[src/rtl/spi_reg_bank.sv]
// spi_reg_bank: SPI-framed 8x8 register bank with command decode, burst write/read and message counter
module spi_reg_bank (
   input  logic       clk,
   input  logic       rst,
   input  logic       rx_valid,
   input  logic [7:0] rx_data,
   input  logic       cs_start,
   input  logic       cs_end,
   output logic [7:0] tx_data,
   output logic       busy,
   output logic       cmd_err,
   output logic       led,
   output logic [7:0] cfg_a,
   output logic [7:0] cfg_b
);
   typedef enum logic [2:0] {IDLE, CMD, WRITE, READ, IGNORE} state_t;
   state_t state, state_nx;
   logic [2:0] addr, addr_nx;
   logic [7:0] msg_cnt;
   logic [7:0] rw [2:7];
   logic [7:0] map [8];
   logic byte_ok, wr;
   always_comb begin
      byte_ok = rx_valid && !cs_start;
      wr = byte_ok && state == WRITE && addr >= 3'd2;
      addr_nx = addr;
      state_nx = state;
      case (state)
         CMD: if (byte_ok) begin
            if (rx_data[6:3] == 4'd0) begin
               addr_nx = rx_data[2:0];
               state_nx = rx_data[7] ? READ : WRITE;
            end else state_nx = IGNORE;
         end
         WRITE, READ: if (byte_ok) addr_nx = addr + 3'd1;
         default: ;
      endcase
      if (cs_start) state_nx = CMD;
      if (cs_end) state_nx = IDLE;
      map[0] = 8'hA5;
      map[1] = msg_cnt;
      for (int i = 2; i < 8; i++) map[i] = rw[i];
   end
   // tx_data looks ahead at next state/address so it lands one cycle after the byte
   always_ff @(posedge clk or posedge rst) begin
      if (rst) begin
         state <= IDLE;
         addr <= 3'd0;
         msg_cnt <= 8'h00;
         tx_data <= 8'h00;
         for (int i = 2; i < 8; i++) rw[i] <= 8'h00;
      end else begin
         state <= state_nx;
         addr <= addr_nx;
         msg_cnt <= msg_cnt + {7'd0, cs_end};
         tx_data <= state_nx == READ ? map[addr_nx] : 8'h00;
         for (int i = 2; i < 8; i++) if (wr && addr == 3'(i)) rw[i] <= rx_data;
      end
   end
   assign busy = state != IDLE;
   assign cmd_err = state == IGNORE;
   assign led = rw[2][0];
   assign cfg_a = rw[3];
   assign cfg_b = rw[4];
endmodule

[config.mk]
export PLATFORM = sky130hd
export DESIGN_NAME = spi_reg_bank
export DESIGN_NICKNAME = d
export VERILOG_FILES = /design/src/rtl/spi_reg_bank.sv
export SDC_FILE = /design/constraint.sdc
export NUM_CORES = 1
export LEC_CHECK = 0
export CELL_PAD_IN_SITES_DETAIL_PLACEMENT = 0
export CELL_PAD_IN_SITES_GLOBAL_PLACEMENT = 1
export CORE_MARGIN = 2
export CORE_UTILIZATION = 49
export DETAILED_ROUTE_END_ITERATION = 10
export PLACE_DENSITY_LB_ADDON = 0.1
export SYNTH_ARGS = -nofsm -noshare
export SYNTH_HDL_FRONTEND = slang
export SYNTH_SLANG_ARGS = --single-unit
[constraint.sdc]
create_clock -name clk -period 3.4 [get_ports clk]
set_input_delay 0.68 -clock clk [delete_from_list [all_inputs] [get_ports clk]]
set_output_delay 0.68 -clock clk [all_outputs]
set_load 0.005 [all_outputs]
==> reports/summary.txt <==
Hold Path Sink: msg_cnt[7]$_DFF_PP0_
placement-stage worst setup slack: 0.1794 ns
Worst Setup Slack, final: 0.5328 ns
Worst Hold Class: flop to flop
Die ar.: 7861 um^2
unrepaired setup endpoints after global routing: false
part of the power in the clock network: 42.0%
combinational group share of total power: 7.0%
CTS tree: built
mean area per synthesized cell: 12.73 um^2
fraction of power consumed by sequential logic: 51.0%
clock insertion delay at the later pin of the skew report: 0.35 ns
Total Negative Setup Slacks: 0 ns
clock tree root buffer cell: sky130_fd_sc_hd__clkbuf_8
share of async-settable or async-resettable flops after synthesis: 100.0%
most frequent cells in the layout: sky130_fd_sc_hd__dfrtp_1, sky130_fd_sc_hd__mux2_2, sky130_fd_sc_hd__clkdlybuf4s50_1, sky130_fd_sc_hd__nand3_1, sky130_fd_sc_hd__mux2i_1
Bufs on Longest Clock Path: 2
number of I/O pins: 40
Sw Share: 24.18%
top_reg_cell synth: sky130_fd_sc_hd__dfrtp_1
power density of the placed cells: 432.0 nW/um^2
Slew HR: 54.12%
Required @ worst endpoint: 3.64 ns
detailed-route via count: 2280
worst IR drop on VDD: 242.8 uV
vias in the first global route: 2324
Post-layout nets: 334
leading cell type in the layout, fill and taps excluded: sky130_fd_sc_hd__dfrtp_1
Power Total: 1.805 mW
worst-path maximum fanout: 10
r2r worst-path depth: 7
Tmin final: 2.867 ns
switching power: 0.4365 mW
result of the run: finished clean
die height: 88.66 um
hold buffers post-CTS: 0
Die Width: 88.66 um
wire length reported by the detailed router: 8008 um
hpwl dp: 5660 um
Setup Fix Bufs, Post-CTS: 0
worst stage delay on the critical path: 0.65 ns
number of cells in the design after placement: 398
post-detailed-route via-to-cell ratio: 5.507
Final Hold Fails: 0
worst hold path cell count: 1
worst reg-to-reg setup slack: 1.04 ns
number of cells upsized or downsized after cts: 0
area of the core: 6869 um^2
Final Util: 60.82%
count of final max-slew check failures: 0
number of levels the H-tree was split into: 3
Slew @ Worst Pin: 0.6850 ns
total routing resource utilization after global routing: 22.67%
origin of the critical flop-to-flop path: state[0]$_DFF_PP0_
buffers added on ports: 39
beginning of the worst hold path: msg_cnt[7]$_DFF_PP0_
cell area after layout: 4178 um^2
number of CTS-inserted buffers: 9
num rows: 30
wire length of the first global-routing pass: 12760 um
total gr overflow: 0
type of the worst setup path: input pin to flop
leakage power of the design: 2.017 nW
Seq cells post-synth: 70
Initial Utilization: 51.13%
Gate Count Post-Synth: 276
clock net sink count: 70
post-route DRC violation count: 0
Arr. time, crit path: 3.10 ns
series of cell instances along the critical path: clkdlybuf4s50_1 -> or4_1 -> nor4_1 -> or3_1 -> clkinv_4 -> a21oi_2 -> a22o_1 -> a21oi_1
count of non-filler cells in the finished layout: 414
Detailed Routing Iterations Pass 1: 4
worst-path cell with the longest stage delay: sky130_fd_sc_hd__clkdlybuf4s50_1
Starting DRT DRC Count: 113
fraction of layout instances using a drive strength above 1: 31.13%
number of diodes added for antenna fixing: 0
Yosys cell types: 42
post-synthesis cell area: 3512 um^2
Max Clock Skew: 0.009552 ns
fraction of the cycle the final worst path needs: 84.33%
share of the yosys chip area belonging to registers: 49.88%
peak clock frequency supported by timing: 0.3488 GHz
max-cap viol count: 0
maximum number of pins on one net before global-route repair: 71
total of warnings raised by yosys: 0
initial antenna violation count: 0
Worst Hold Margin: 0.4894 ns
average wire per standard cell: 19.34 um
count of flip-flops with a built-in enable after synthesis: 0
nets in the synthesized netlist: 297
launching element type of the critical path: input pin
placed cell areas: 3955 um^2
count of endpoints failing setup in the final report: 0
final antenna-violating net count: 0
post-synthesis to final-layout area growth: 18.95%
Setup crit end kind: flop
end of the worst register-to-register path: tx_data[4]$_DFF_PP0_
clock input transition at the sequential cells of the worst setup and hold paths: 0.08 ns
cell internal power dissipation: 1.368 mW
global placement routability congestion: 0.8641
[layer usage]
metal / wire [um] / up-vias / part of all wire, % / track usage (%)
met4: 108 / 0 / 1.3 / 7.438
met5: 0 / - / 0 / 0
li1: - / 1070 / - / -
met1: 3973 / 1150 / 50 / 32.81
met2: 3565 / 51 / 45 / 33.45
met3: 361 / 9 / 4.5 / 5.690
[cell usage after synthesis (2+ instances only)]
cell / n / area share [%]
sky130_fd_sc_hd__dfrtp_1: 70 / 50
sky130_fd_sc_hd__nand4_1: 2 / 0.36
sky130_fd_sc_hd__mux2_2: 60 / 19
sky130_fd_sc_hd__mux2i_1: 13 / 3.7
sky130_fd_sc_hd__a31oi_1: 7 / 1.2
sky130_fd_sc_hd__o221ai_1: 4 / 1.0
sky130_fd_sc_hd__a21oi_1: 6 / 0.86
sky130_fd_sc_hd__a22o_1: 4 / 1.0
sky130_fd_sc_hd__o311a_1: 2 / 0.57
sky130_fd_sc_hd__nand3_1: 13 / 1.9
sky130_fd_sc_hd__nand2_1: 4 / 0.43
sky130_fd_sc_hd__and2_1: 2 / 0.36
sky130_fd_sc_hd__xor2_1: 2 / 0.50
sky130_fd_sc_hd__a211oi_1: 3 / 0.64
sky130_fd_sc_hd__inv_1: 9 / 0.96
sky130_fd_sc_hd__xnor2_1: 4 / 1.0
sky130_fd_sc_hd__nand2_2: 2 / 0.36
sky130_fd_sc_hd__nor2_1: 9 / 0.96
sky130_fd_sc_hd__and3_1: 3 / 0.53
sky130_fd_sc_hd__clkbuf_1: 4 / 0.43
sky130_fd_sc_hd__o211ai_1: 4 / 0.86
sky130_fd_sc_hd__clkbuf_8: 2 / 0.78
sky130_fd_sc_hd__or3_1: 2 / 0.36
sky130_fd_sc_hd__buf_4: 19 / 4.1
sky130_fd_sc_hd__ha_1: 8 / 2.9
sky130_fd_sc_hd__nor3_1: 2 / 0.29
[worst max path at each step]
| stage | slack (ns) | from | to | cells after the start |
|---|---|---|---|---|
| final | 0.53 | rx_data[6] | tx_data[4]$_DFF_PP0_ | 8 |
| after global routing | 0.39 | rx_data[6] | tx_data[1]$_DFF_PP0_ | 8 |
| after CTS | 0.56 | rx_data[6] | tx_data[5]$_DFF_PP0_ | 7 |
| after global placement | 0.27 | rx_data[6] | tx_data[5]$_DFF_PP0_ | 7 |
| after detailed placement | 0.18 | rx_data[6] | tx_data[4]$_DFF_PP0_ | 8 |
| after floorplan | 0.95 | rst | addr[0]$_DFF_PP0_ | 1 |
[power by group through the flow]
stage | clock, mW | sequential [mW] | combinational, mW
global route | 0.812 | 0.930 | 0.142
detailed placement | 0 | 0.938 | 0.128
CTS | 0.773 | 0.922 | 0.129
floorplan | 0 | 0.921 | 0.0765
global placement | 0 | 0.936 | 0.125
finish | 0.758 | 0.920 | 0.126
[state kept, by name (all words and copies together), names as in the netlist]
name and count:
cfg_b 8, state 3, tx_data 8, map 31, cfg_a 8, addr 3
msg_cnt 8, led 1
[cell type report]
cell class | count | area (um^2)
inverters | 10 | 42.54
repair buffers | 52 | 513.0
clock inverters | 5 | 81.33
clock buffers | 11 | 141.4
well taps | 96 | 120.1
multi-input cells | 170 | 1528
fillers | 588 | 2691
flip-flops and latches | 70 | 1752
[critical path, delay by kind of cell]
kind                   cells  cell delay (ns)
AO/OA/AOI/OAI              3             0.42
AND/OR/NAND/NOR            3             1.18
buffers and inverters      2             0.81
[logic make-up after synthesis]
| kind of cell | count (synthesis) | synth area share [%] |
|---|---|---|
| AO/OA/AOI/OAI | 34 | 7.517 |
| XOR/XNOR | 6 | 1.496 |
| adder cells (fa/ha/maj) | 8 | 2.850 |
| buffers and inverters | 36 | 6.626 |
| flip-flops | 70 | 49.88 |
| multiplexers | 73 | 22.94 |
| AND/OR/NAND/NOR | 49 | 8.692 |
Note: power is estimated with default switching activity, not from simulation.
